**src/rtl/kamacore_fetch_queue_pkg.sv**
```systemverilog
// Shared datatypes for the KamaCore instruction prefetch queue.
package kamacore_fetch_queue_pkg;

    localparam int unsigned CPU_WIDTH = 32;

    typedef struct packed {
        logic [CPU_WIDTH-1:0] pc;
        logic [CPU_WIDTH-1:0] instr;
    } fetch_entry_t;

    typedef enum logic [1:0] {
        S_BOOT  = 2'd0,
        S_RUN   = 2'd1,
        S_FLUSH = 2'd2
    } fetch_state_e;

    function automatic logic [CPU_WIDTH-1:0] word_align(input logic [CPU_WIDTH-1:0] addr);
        return {addr[CPU_WIDTH-1:2], 2'b00};
    endfunction

endpackage

```
**src/rtl/kamacore_sync_fifo.sv**
```systemverilog
// Synchronous FIFO with push/pop/clear, combinational head read and occupancy count.
module kamacore_sync_fifo #(
    parameter int unsigned WIDTH = 64,
    parameter int unsigned DEPTH = 4
) (
    input  logic                   clk,
    input  logic                   rst,
    input  logic                   push,
    input  logic [WIDTH-1:0]       push_data,
    input  logic                   pop,
    input  logic                   clear,
    output logic [WIDTH-1:0]       head_data,
    output logic [$clog2(DEPTH):0] count
);
    localparam int unsigned AW = $clog2(DEPTH);
    localparam int unsigned CW = AW + 1;

    logic [WIDTH-1:0] mem [DEPTH];
    logic [AW-1:0]    rd_ptr;
    logic [AW-1:0]    wr_ptr;

    // Storage is unreset; the consumer gates the head with its valid.
    always_ff @(posedge clk) begin
        if (push && !clear) begin
            mem[wr_ptr] <= push_data;
        end
    end

    always_ff @(posedge clk or negedge rst) begin
        if (!rst) begin
            rd_ptr <= '0;
            wr_ptr <= '0;
            count  <= '0;
        end else if (clear) begin
            rd_ptr <= wr_ptr;
            count  <= '0;
        end else begin
            if (push) wr_ptr <= wr_ptr + AW'(1);
            if (pop)  rd_ptr <= rd_ptr + AW'(1);
            case ({push, pop})
                2'b10:   count <= count + CW'(1);
                2'b01:   count <= count - CW'(1);
                default: ;
            endcase
        end
    end

    assign head_data = mem[rd_ptr];

endmodule

```
**src/rtl/kamacore_fetch_queue.sv**
```systemverilog
// Instruction prefetch queue: owns the fetch PC, issues credit-limited requests, flushes on redirect.
// Optional feature macro: KAMACORE_FETCH_PERF_EN adds flush/starve performance counters.
module kamacore_fetch_queue
    import kamacore_fetch_queue_pkg::*;
#(
    parameter int unsigned          DEPTH    = 4,
    parameter logic [CPU_WIDTH-1:0] RESET_PC = 32'h0000_0000
) (
    input  logic                 clk,
    input  logic                 rst,
    output logic                 imem_req_valid,
    output logic [CPU_WIDTH-1:0] imem_req_addr,
    input  logic                 imem_req_ready,
    input  logic                 imem_rsp_valid,
    input  logic [CPU_WIDTH-1:0] imem_rsp_data,
    input  logic                 redirect_valid,
    input  logic [CPU_WIDTH-1:0] redirect_pc,
    output logic                 out_valid,
    output logic [CPU_WIDTH-1:0] out_pc,
    output logic [CPU_WIDTH-1:0] out_instr,
    input  logic                 out_ready
`ifdef KAMACORE_FETCH_PERF_EN
    ,
    output logic [31:0]          perf_flush_cnt,
    output logic [31:0]          perf_starve_cnt
`endif
);
    localparam int unsigned CW = $clog2(DEPTH) + 1;
    localparam int unsigned SW = CW + 1;

    fetch_state_e         state_q, state_d;
    logic [CPU_WIDTH-1:0] fetch_pc_q;
    logic [CPU_WIDTH-1:0] rsp_pc_q;
    logic [CPU_WIDTH-1:0] redirect_pc_al;
    logic [CW-1:0]        outstanding_q, outstanding_d;
    logic [CW-1:0]        discard_q, discard_d;
    logic [CW-1:0]        count;
    logic                 credit_ok;
    logic                 req_fire;
    logic                 push;
    logic                 pop;
    fetch_entry_t         push_entry;
    fetch_entry_t         head_entry;

    assign redirect_pc_al = word_align(redirect_pc);
    assign imem_req_addr  = word_align(fetch_pc_q);
    assign credit_ok      = (SW'(count) + SW'(outstanding_q)) < SW'(DEPTH);
    assign out_valid      = (count != '0);
    assign push           = imem_rsp_valid && (discard_q == '0) && !redirect_valid;
    assign pop            = out_valid && out_ready && !redirect_valid;
    assign push_entry     = '{pc: rsp_pc_q, instr: imem_rsp_data};
    assign out_pc         = out_valid ? head_entry.pc    : '0;
    assign out_instr      = out_valid ? head_entry.instr : '0;

    always_ff @(posedge clk or negedge rst) begin
        if (!rst) state_q <= S_BOOT;
        else      state_q <= state_d;
    end

    // Next state, request valid, and credit/discard bookkeeping; redirect overrides all.
    always_comb begin
        state_d        = state_q;
        imem_req_valid = 1'b0;
        req_fire       = 1'b0;
        outstanding_d  = outstanding_q;
        discard_d      = discard_q;
        case (state_q)
            S_BOOT:  state_d = S_RUN;
            S_RUN:   imem_req_valid = credit_ok;
            S_FLUSH: ;
            default: state_d = S_BOOT;
        endcase
        req_fire      = imem_req_valid && imem_req_ready;
        outstanding_d = outstanding_q + CW'(req_fire) - CW'(imem_rsp_valid);
        if (imem_rsp_valid && (discard_q != '0)) begin
            discard_d = discard_q - CW'(1);
        end
        if ((state_q == S_FLUSH) && (discard_d == '0)) begin
            state_d = S_RUN;
        end
        if (redirect_valid) begin
            discard_d = outstanding_d;
            state_d   = (outstanding_d != '0) ? S_FLUSH : S_RUN;
        end
    end

    // Request PC and response PC tracker advance independently.
    always_ff @(posedge clk or negedge rst) begin
        if (!rst) begin
            fetch_pc_q    <= word_align(RESET_PC);
            rsp_pc_q      <= word_align(RESET_PC);
            outstanding_q <= '0;
            discard_q     <= '0;
        end else begin
            outstanding_q <= outstanding_d;
            discard_q     <= discard_d;
            if (redirect_valid) begin
                fetch_pc_q <= redirect_pc_al;
                rsp_pc_q   <= redirect_pc_al;
            end else begin
                if (req_fire) fetch_pc_q <= fetch_pc_q + CPU_WIDTH'(4);
                if (push)     rsp_pc_q   <= rsp_pc_q + CPU_WIDTH'(4);
            end
        end
    end

    kamacore_sync_fifo #(
        .WIDTH ($bits(fetch_entry_t)),
        .DEPTH (DEPTH)
    ) u_fifo (
        .clk       (clk),
        .rst       (rst),
        .push      (push),
        .push_data (push_entry),
        .pop       (pop),
        .clear     (redirect_valid),
        .head_data (head_entry),
        .count     (count)
    );

`ifdef KAMACORE_FETCH_PERF_EN
    always_ff @(posedge clk or negedge rst) begin
        if (!rst) begin
            perf_flush_cnt  <= '0;
            perf_starve_cnt <= '0;
        end else begin
            if (redirect_valid && (perf_flush_cnt != '1)) begin
                perf_flush_cnt <= perf_flush_cnt + 32'd1;
            end
            if (out_ready && !out_valid && (perf_starve_cnt != '1)) begin
                perf_starve_cnt <= perf_starve_cnt + 32'd1;
            end
        end
    end
`else
    // Performance counters are not built.
`endif

endmodule

```
**config.mk**
```make
export PLATFORM = sky130hd
export DESIGN_NAME = kamacore_fetch_queue
export DESIGN_NICKNAME = d
export VERILOG_FILES = /design/src/rtl/kamacore_fetch_queue_pkg.sv /design/src/rtl/kamacore_sync_fifo.sv /design/src/rtl/kamacore_fetch_queue.sv
export SDC_FILE = /design/constraint.sdc
export NUM_CORES = 1
export LEC_CHECK = 0
export CORE_MARGIN = 3
export CORE_UTILIZATION = 50
export DETAILED_ROUTE_END_ITERATION = 16
export PLACE_DENSITY_LB_ADDON = 0.25
export REMOVE_ABC_BUFFERS = 1
export SYNTH_ARGS = -nofsm -noshare
export SYNTH_HDL_FRONTEND = slang
export SYNTH_SLANG_ARGS = --single-unit
```
**constraint.sdc**
```tcl
create_clock -name clk -period 3 [get_ports clk]
set_clock_uncertainty 0.05 [all_clocks]
set_input_delay 0.45 -clock clk [delete_from_list [all_inputs] [get_ports clk]]
set_output_delay 0.45 -clock clk [all_outputs]
set_load 0.01 [all_outputs]
```
=== Word-level counts from Yosys, hierarchy flattened ===
Memories as Yosys holds them, arrays and structs flattened.
Index checks and enable logic that the tools add are counted.

* $lt $le $gt $ge: 1
* Equal/unequal tests: 5
* Reduce and logical (&&, ||, !) cells: 21
* Muxes and demuxes: 19
* Bitwise operators: 1
* Add/sub/neg operators: 10

{| class="wikitable"
|+ Operators by type and width
! operator !! count
|-
| two-way mux 32 bit || 6
|-
| adder 32 x 3 -> 32 bit (second input constant) || 2
|-
| nonzero test 3 bit || 4
|-
| two-way mux 2 bit || 5
|-
| two-way mux 3 bit || 3
|-
| logical AND 1 bit || 8
|-
| logical NOT 3 bit || 2
|-
| case mux 3 bit (2 select lines) || 1
|-
| nonzero test 2 bit || 3
|-
| subtractor 3 x 1 -> 3 bit (second input constant) || 2
|-
| adder 2 x 1 -> 2 bit (second input constant) || 2
|-
| adder 3 x 3 -> 4 bit || 1
|-
| equality test 2 x 1 -> 1 bit (second input constant) || 2
|-
| equality test 2 bit (second input constant) || 2
|-
| less-than comparator 4 x 3 -> 1 bit (second input constant) || 1
|-
| case mux 2 bit (2 select lines) || 1
|-
| adder 3 x 1 -> 3 bit || 1
|-
| adder 3 x 1 -> 3 bit (second input constant) || 1
|-
| two-way mux 1 bit || 3
|-
| != test 3 x 1 -> 1 bit (second input constant) || 1
|-
| subtractor 3 x 1 -> 3 bit || 1
|-
| logical NOT 2 bit || 1
|-
| AND reduction 2 bit || 1
|-
| OR reduction 2 bit || 1
|-
| other kinds (2) || 2
|}

* Output and inout port bits: 98
* Bits in writable memories: 256
* Flip-flop bits (word level): 79
* Memories: 1
* Logic and storage cells: 66

{| class="wikitable"
|+ Memories
! memory !! words !! width !! rd ports !! clocked after Yosys merged registers in !! wr ports !! RTL line !! source
|-
| u_fifo.mem || 4 || 64 || 1 || 0 || 1 || kamacore_sync_fifo.sv:18 || <nowiki>logic [WIDTH-1:0] mem [DEPTH];</nowiki>
|}

=== Logic depth before layout (Yosys ltp) ===
Gate-level depths: netlist of the first run.

* Depth in word-level cells: 9
* Gate-level depth with buffers: 15
* Depth with buffers taken out: 14

=== By module ===
From an unflattened synthesis of the first run, not the netlist that was laid out.

* Cells, all modules: 844
* Area total of the unflattened synthesis: 14154.8 µm²

{| class="wikitable"
|+ Modules (own cells, without submodules)
! module !! area each (µm²) !! cells an instance !! instances
|-
| kamacore_sync_fifo || 9653.0 || 375 || 1
|-
| kamacore_fetch_queue || 4501.8 || 469 || 1
|}

=== Least setup slack after synthesis of the first run ===
Ideal clock, no wire load.

* Path type: register to register
* From: register u_fifo.count[2]
* To: register state_q[0]
* Stages on the path, launching flop included: 15
* Required time: 2.855 ns
* Library setup time: 0.095 ns
* Arrival time: 3.144 ns
* Path slack: -0.289 ns
* Cell sequence: dfrtp_1 ha_1 nor4b_4 and3_1 clkbuf_1 inv_1 ha_1 inv_1 ha_1 fa_1 xor2_1 xnor2_1 o31ai_1 a21bo_2 o31ai_1

* Longest elaborated chain between the ends: 9

{| class="wikitable"
|+ Ends and longest elaborated chain
! element !! RTL line !! source
|-
| start: declaration || kamacore_sync_fifo.sv:13 || <nowiki>output logic [$clog2(DEPTH):0] count</nowiki>
|-
| start signal: assignment || kamacore_sync_fifo.sv:41 || <nowiki>2'b10: count <= count + CW'(1);</nowiki>
|-
| start signal: assignment || kamacore_sync_fifo.sv:42 || <nowiki>2'b01: count <= count - CW'(1);</nowiki>
|-
| adder 3 x 3 -> 4 bit || kamacore_fetch_queue.sv:47 || <nowiki>assign credit_ok = (SW'(count) + SW'(outstanding_q)) < SW'(DEPTH);</nowiki>
|-
| less-than comparator 4 x 3 -> 1 bit || kamacore_fetch_queue.sv:47 ||
|-
| two-way mux 1 bit || kamacore_fetch_queue.sv:67 || <nowiki>case (state_q)</nowiki>
|-
| logical AND 1 bit || kamacore_fetch_queue.sv:73 || <nowiki>req_fire = imem_req_valid && imem_req_ready;</nowiki>
|-
| adder 3 x 1 -> 3 bit || kamacore_fetch_queue.sv:74 || <nowiki>outstanding_d = outstanding_q + CW'(req_fire) - CW'(imem_rsp_valid);</nowiki>
|-
| subtractor 3 x 1 -> 3 bit || kamacore_fetch_queue.sv:74 ||
|-
| via outstanding_d[2] || kamacore_fetch_queue.sv:35 || <nowiki>logic [CW-1:0] outstanding_q, outstanding_d;</nowiki>
|-
| nonzero test 3 bit || kamacore_fetch_queue.sv:83 || <nowiki>state_d = (outstanding_d != '0) ? S_FLUSH : S_RUN;</nowiki>
|-
| two-way mux 2 bit || kamacore_fetch_queue.sv:83 ||
|-
| two-way mux 2 bit || kamacore_fetch_queue.sv:81 || <nowiki>if (redirect_valid) begin</nowiki>
|-
| end signal: assignment || kamacore_fetch_queue.sv:57 || <nowiki>else state_q <= state_d;</nowiki>
|-
| end: declaration || kamacore_fetch_queue.sv:31 || <nowiki>fetch_state_e state_q, state_d;</nowiki>
|}

The timed path passes the listed nets, and every way through them passes these cells.
A chain may end at the register's enable or synchronous reset.

=== Worst setup path after layout of the first run ===
* From: register outstanding_q[2]
* To: register state_q[0]

* Longest elaborated chain between the ends: 9

{| class="wikitable"
|+ Ends and longest elaborated chain
! element !! RTL line !! source
|-
| start: declaration || kamacore_fetch_queue.sv:35 ||
|-
| start signal: assignment || kamacore_fetch_queue.sv:95 || <nowiki>outstanding_q <= outstanding_d;</nowiki>
|-
| adder 3 x 3 -> 4 bit || kamacore_fetch_queue.sv:47 ||
|-
| less-than comparator 4 x 3 -> 1 bit || kamacore_fetch_queue.sv:47 ||
|-
| two-way mux 1 bit || kamacore_fetch_queue.sv:67 ||
|-
| logical AND 1 bit || kamacore_fetch_queue.sv:73 ||
|-
| adder 3 x 1 -> 3 bit * || kamacore_fetch_queue.sv:74 ||
|-
| subtractor 3 x 1 -> 3 bit * || kamacore_fetch_queue.sv:74 ||
|-
| via outstanding_d[2] || kamacore_fetch_queue.sv:35 ||
|-
| nonzero test 3 bit * || kamacore_fetch_queue.sv:83 ||
|-
| two-way mux 2 bit * || kamacore_fetch_queue.sv:83 ||
|-
| two-way mux 2 bit * || kamacore_fetch_queue.sv:81 ||
|}

The timed path passes the listed nets; every way through them passes the cells marked *.

==> impl_metrics.env, run 1 <==
export IMPL_timing_hold_ws_ns=0.436
export IMPL_maxCapViolations=0
export IMPL_ff_latch_area_sq_um=9330
export IMPL_drt_wl_total_mm=28.2
export IMPL_critical_path_max_stage_delay_ns=0.41
export IMPL_antenna_cells=0
export IMPL_cp_max_fo=2
export IMPL_htreeDepth=2
export IMPL_io_pins=168
export IMPL_crit_type="reg -> reg"
export IMPL_endpoint_kind="register"
export IMPL_critPathLaunchType="register"
export IMPL_reg2reg_from="outstanding_q[2]$_DFF_PN0_"
export IMPL_worst_path_buf_inv=2
export IMPL_slew_headroom_pct=63.3
export IMPL_start_util_pct=51.0
export IMPL_cts_tree="yes"
export IMPL_yosysUniqueCellTypes=45
export IMPL_cp_cell_sequence="ha_4, nor4b_4, and3_1, inv_1, ha_1, inv_1, ha_2, fa_2, xor2_1, xnor2_1, o31ai_2, a21bo_2, o31ai_2"
export IMPL_grt_pass1_vias=8063
export IMPL_via_count=7823
export IMPL_fin_ws_ns=0.0164
export IMPL_io_buffers=161
export IMPL_die_h_um=172
export IMPL_core_sq_um=27000
export IMPL_clock_latency_ns=0.51
export IMPL_yosysMostFrequentCell="edfxtp_1"
export IMPL_worst_ep_required_time_ns=3.35
export IMPL_setup_tns_final_ns=0
export IMPL_first_pass_iters=5
export IMPL_grt_usage_pct=18.8
export IMPL_cp_slowest_cell="dfrtp_1"
export IMPL_setup_viol_count_final=0
export IMPL_synthCells=833
export IMPL_pre_cts_slack_ns=-0.220
export IMPL_die_area_sq_um=29500
export IMPL_yosysTopAreaCell="edfxtp_1"
export IMPL_rsz0062_at_grt="true"
export IMPL_outcome="finished, final reports clean"
export IMPL_async_flop_share_pct=23.2
export IMPL_root_buffer="clkbuf_16"
export IMPL_drive_above_1_share_pct=19.9
export IMPL_grt_pass1_wl_mm=43.4
export IMPL_slew_viol_final=0
export IMPL_dp_cells=1335
export IMPL_cts_path_max_buffers=3
export IMPL_grt_antenna_before_repair=0
export IMPL_drt_wirelength_per_cell_um=20.0
export IMPL_crit_family="adder cells"
export IMPL_cp_startpoint="outstanding_q[2]$_DFF_PN0_"
export IMPL_synth_warnings=0
export IMPL_max_freq_mhz=335
export IMPL_die_x_um=172
export IMPL_hold_class="in -> async"
export IMPL_layout_min_cycle_time_ns=2.98
export IMPL_fin_cells=1409
export IMPL_ys_ff_latch=323
export IMPL_rows=60
export IMPL_cts_buffers_inserted=34
export IMPL_synthTopCellsByArea="edfxtp_1, dfrtp_1, mux4_2"
export IMPL_netlist_area_sq_um=13700
export IMPL_drtAntennaViolNets=0
export IMPL_syn_avg_cell_area_sq_um=16.5
export IMPL_fillCellCount=1899
export IMPL_period_share_pct=99.5
export IMPL_peakVddDrop_mv=0.458
export IMPL_overflow=0
export IMPL_worst_pin_slew_ns=0.550
export IMPL_layout_nets=1132
export IMPL_drc_errors=0
export IMPL_p_per_area_nw_per_um2=850
export IMPL_synth_edf_count=248
export IMPL_power_total_mw=14.8
export IMPL_vias_per_cell=5.55
export IMPL_synth_top_cell_area_share_pct=54.2
export IMPL_p_leak_nw=6.23
export IMPL_gp_congestion=0.790
export IMPL_hold_viol=0
export IMPL_dpl_hpwl_mm=17.3
export IMPL_grt_max_degree=76
export IMPL_syn2layout_area_growth_pct=26.8
export IMPL_r2r_slack_ns=0.02
export IMPL_clk_pin_slew_worst_paths_ns=0.07
export IMPL_multi_input_area_sq_um=4220
export IMPL_synth_flop_cell="edfxtp_1"
export IMPL_arrival_ns=3.33
export IMPL_drt_initial_drc_count=653
export IMPL_ys_seq_area_share_pct=67.9
export IMPL_yosys_top_cells_count="edfxtp_1, dfrtp_1, and2_1, mux4_2, nand2_1"
export IMPL_clock_sinks=323
report_power, final:
group          leakage (nW)  internal, mW  total [mW]  switching, mW
Combinational          2.59          2.87        5.18           2.31
Clock                 0.550          2.48        4.13           1.65
Sequential             3.09          5.21        5.48          0.275
Total                  6.23          10.6        14.8           4.23
logic make-up after synthesis:
family                   Yosys count  share of synthesized area [%]
adder cells (fa/ha/maj)           17                           1.66
flip-flops                       323                           67.9
AO/OA/AOI/OAI                     60                           2.71
buffers and inverters             58                           1.79
other                              1                         0.0273
multiplexers                      90                           12.4
XOR/XNOR                          56                           3.57
AND/OR/NAND/NOR                  228                           9.92
per-layer routing:
| layer | part of all wire, % | up-vias | track usage [%] |
|---|---|---|---|
| li1 | - | 3621 | - |
| met4 | 1.7 | 0 | 4.72 |
| met2 | 46 | 225 | 29.3 |
| met3 | 6.5 | 39 | 4.62 |
| met1 | 46 | 3938 | 27.3 |
| met5 | 0 | - | 0 |
sequential cells by signal (all words and copies together), names as in the netlist:
signal / flops
rsp_pc_q: 30
u_fifo.wr_ptr: 2
u_fifo.mem: 248
state_q: 2
outstanding_q: 3
u_fifo.count: 3
discard_q: 3
u_fifo.rd_ptr: 2
fetch_pc_q: 30
area by class of cell:
class,count,share of cell area (%)
Timing Repair Buffer,213,13.0
Clock inverter,19,0.970
Sequential cell,323,53.6
Clock buffer,40,5.37
Inverter,18,0.388
Tap cell,341,2.45
Multi-Input combinational cell,455,24.2
per-stage QoR:
step           utilization, %  area (sq um)
3_5_place_dp             59.6         16100
4_1_cts                  64.1         17300
5_1_grt                  64.6         17400
3_3_place_gp             59.6         16100
2_1_floorplan               -         13600
6_report                 64.6         17400
final timing paths:
path                                                 to  depth (start not counted)
setup / recovery                 state_q[0]$_DFFE_PN0P_                         13
hold / removal               fetch_pc_q[25]$_DFFE_PN0P_                          3
setup reg to reg                 state_q[0]$_DFFE_PN0P_                         13
hold reg to reg            u_fifo.rd_ptr[1]$_DFFE_PN0P_                          2
max in group asynchronous  u_fifo.rd_ptr[0]$_DFFE_PN0P_                          3
min in group clk           u_fifo.rd_ptr[1]$_DFFE_PN0P_                          2
cells in the final DEF, fill, tap and decap left out, drive strengths merged, types with 14 or more instances in the layout:
cell	count
and2	74
nand3	22
mux2	26
nor2	27
buf	49
xnor2	28
mux4	62
inv	20
xor2	28
nand4	27
clkinv	14
edfxtp	248
clkbuf	43
nand2	32
ha	15
a21oi	18
clkdlybuf4s50	150
dfrtp	75
repair_timing:
item	CTS	global route
gates resized for setup	9	14
hold buffers	1	0
pin swaps	3	2
buffers inserted	7	4
gates cloned	0	3
setup endpoints to repair	64	34
hold endpoints to repair	75	0
tightest hold or removal path, stage by stage:
cell           delay (ns)
dlygate4sd3_1        0.51
buf_2                0.12
buf_12               0.33
Power figures use the tool's default switching activity.
==> run 2, diff against run 1 <==
- CORE_UTILIZATION: 50 -> 25
==> run 2 against run 1 <==
The flow now finishes with violations (negative setup slack). Clock-buffer cell count up 4. Worst hold slack improved by 0.019 ns. Combinational power up 4.8%. Core utilization shrank 31 points. First-iteration DRC count shrank 47%. Via count increased by 0.84%. Register-to-register slack got worse by 0.05 ns. Clock power increased by 10%. Die area up 96%. Global-route usage is 6.9 points lower. Highest routed layer unchanged.
==> impl_metrics.env, run 2 (synthesized netlist as in run 1, its figures left out) <==
export IMPL_outcome="finished with violations"
export IMPL_violations="negative setup slack"
export IMPL_multi_input_area_sq_um=4220
export IMPL_pre_cts_slack_ns=-0.206
export IMPL_root_buffer="clkbuf_16"
export IMPL_ff_latch_area_sq_um=9330
export IMPL_via_count=7889
export IMPL_drtAntennaViolNets=0
export IMPL_grt_pass1_vias=8354
export IMPL_drive_above_1_share_pct=21.9
export IMPL_final_common_cell="edfxtp_1"
export IMPL_grt_max_degree=51
export IMPL_syn2layout_area_growth_pct=32.1
export IMPL_fin_cells=1794
export IMPL_arrival_ns=3.42
export IMPL_drt_initial_drc_count=347
export IMPL_period_share_pct=101
export IMPL_grt_antenna_before_repair=3
export IMPL_peakVddDrop_mv=0.328
export IMPL_timing_hold_ws_ns=0.455
export IMPL_start_util_pct=25.4
export IMPL_p_per_area_nw_per_um2=854
export IMPL_fillCellCount=5260
export IMPL_fin_ws_ns=-0.0305
export IMPL_clk_pin_slew_worst_paths_ns=0.06
export IMPL_slew_viol_final=0
export IMPL_layout_nets=1158
export IMPL_slew_headroom_pct=55.2
export IMPL_crit_type="reg -> reg"
export IMPL_die_h_um=240
export IMPL_core_sq_um=54100
export IMPL_p_leak_nw=6.53
export IMPL_worst_ep_required_time_ns=3.39
export IMPL_hold_class="in -> async"
export IMPL_clock_sinks=323
export IMPL_rows=85
export IMPL_max_freq_mhz=330
export IMPL_io_buffers=161
export IMPL_io_pins=168
export IMPL_cts_buffers_inserted=38
export IMPL_grt_usage_pct=11.9
export IMPL_hold_viol=0
export IMPL_rsz0062_at_grt="true"
export IMPL_critPathLaunchType="register"
export IMPL_dp_cells=1693
export IMPL_htreeDepth=2
export IMPL_clock_latency_ns=0.54
export IMPL_setup_viol_count_final=1
export IMPL_grt_pass1_wl_mm=52.0
export IMPL_maxCapViolations=0
export IMPL_gp_congestion=0.699
export IMPL_worst_pin_slew_ns=0.672
export IMPL_first_pass_iters=4
export IMPL_cp_max_fo=2
export IMPL_layout_min_cycle_time_ns=3.03
export IMPL_overflow=0
export IMPL_largest_reg_flops=248
export IMPL_drt_wirelength_per_cell_um=19.4
export IMPL_die_area_sq_um=57800
export IMPL_cts_tree="yes"
export IMPL_drc_errors=0
export IMPL_largest_registers="u_fifo.mem: 248 flops, fetch_pc_q: 30 flops, rsp_pc_q: 30 flops"
export IMPL_drt_wl_total_mm=34.8
export IMPL_final_cell_mix="edfxtp_1, clkdlybuf4s50_1, dfrtp_1"
export IMPL_die_x_um=240
export IMPL_regMostFlops="u_fifo.mem"
export IMPL_dpl_hpwl_mm=21.5
export IMPL_cts_path_max_buffers=3
export IMPL_endpoint_kind="register"
export IMPL_vias_per_cell=4.40
-- run 2: worst max-delay path: stages (launching register included) --
cell	delay [ns]
dfrtp_1	0.40
ha_4	0.25
nor4b_4	0.30
and3_4	0.23
inv_1	0.05
ha_1	0.26
inv_1	0.04
ha_2	0.16
fa_2	0.34
xor2_1	0.15
xnor2_1	0.15
o31ai_2	0.23
a21bo_2	0.26
o31ai_1	0.06
-- run 2: repair_timing --
item / CTS / global route
resized for setup: 63 / 7
endpoints found under the setup margin: 65 / 15
hold endpoints to repair: 46 / 0
setup buffers: 12 / 17
pin swaps: 6 / 6
hold buffers: 1 / 0
cloned: 2 / 2
-- run 2: per-stage QoR --
stage	utilization (%)	instance area, sq um	TNS (ns)	total power [mW]
after floorplan	-	13600	-92.46	8.18
after global placement	30.6	16600	-0.150	10.6
after detailed placement	30.6	16600	-0.256	10.7
after CTS	33.2	17900	-0.0355	15.5
after global routing	33.5	18100	-0.134	16.5
final	33.5	18100	-0.0305	15.5
-- run 2: metal layers --
metal  part of all wire [%]  global-route usage (%)  vias up
met3                    4.4                    2.66       44
li1                       -                       -     3670
met5                      0                       0        -
met4                    2.1                    3.37        0
met1                     46                    16.1     4021
met2                     47                    19.4      154
-- run 2: layout make-up --
class | instances | area share [%]
repair buffers | 235 | 13.4
clock buffers | 44 | 5.54
diodes | 2 | 0.0276
inverters | 18 | 0.372
flip-flops and latches | 323 | 51.4
well taps | 696 | 4.80
clock inverters | 21 | 1.17
multi-input cells | 455 | 23.3
-- run 2: path summary, 6_finish.rpt --
check                                        startpoint                            to  slack (ns)  cells past startpoint
setup / recovery            u_fifo.count[2]$_DFFE_PN0P_        state_q[0]$_DFFE_PN0P_       -0.03                     13
hold / removal                                      rst     fetch_pc_q[6]$_DFFE_PN0P_        0.45                      2
setup reg to reg            u_fifo.count[2]$_DFFE_PN0P_        state_q[0]$_DFFE_PN0P_       -0.03                     13
hold reg to reg            u_fifo.wr_ptr[0]$_DFFE_PN0P_  u_fifo.rd_ptr[0]$_DFFE_PN0P_        0.49                      2
max in group asynchronous                           rst     fetch_pc_q[2]$_DFFE_PN0P_        1.74                      3
min in group clk                      imem_rsp_data[15]   u_fifo.mem[3][15]$_DFFE_PP_        0.49                      1
-- run 2: where the power goes --
part,switching [mW],total [mW],internal (mW)
clock,1.81,4.55,2.73
combinational,2.51,5.43,2.91
sequential,0.313,5.53,5.21
total,4.64,15.5,10.9
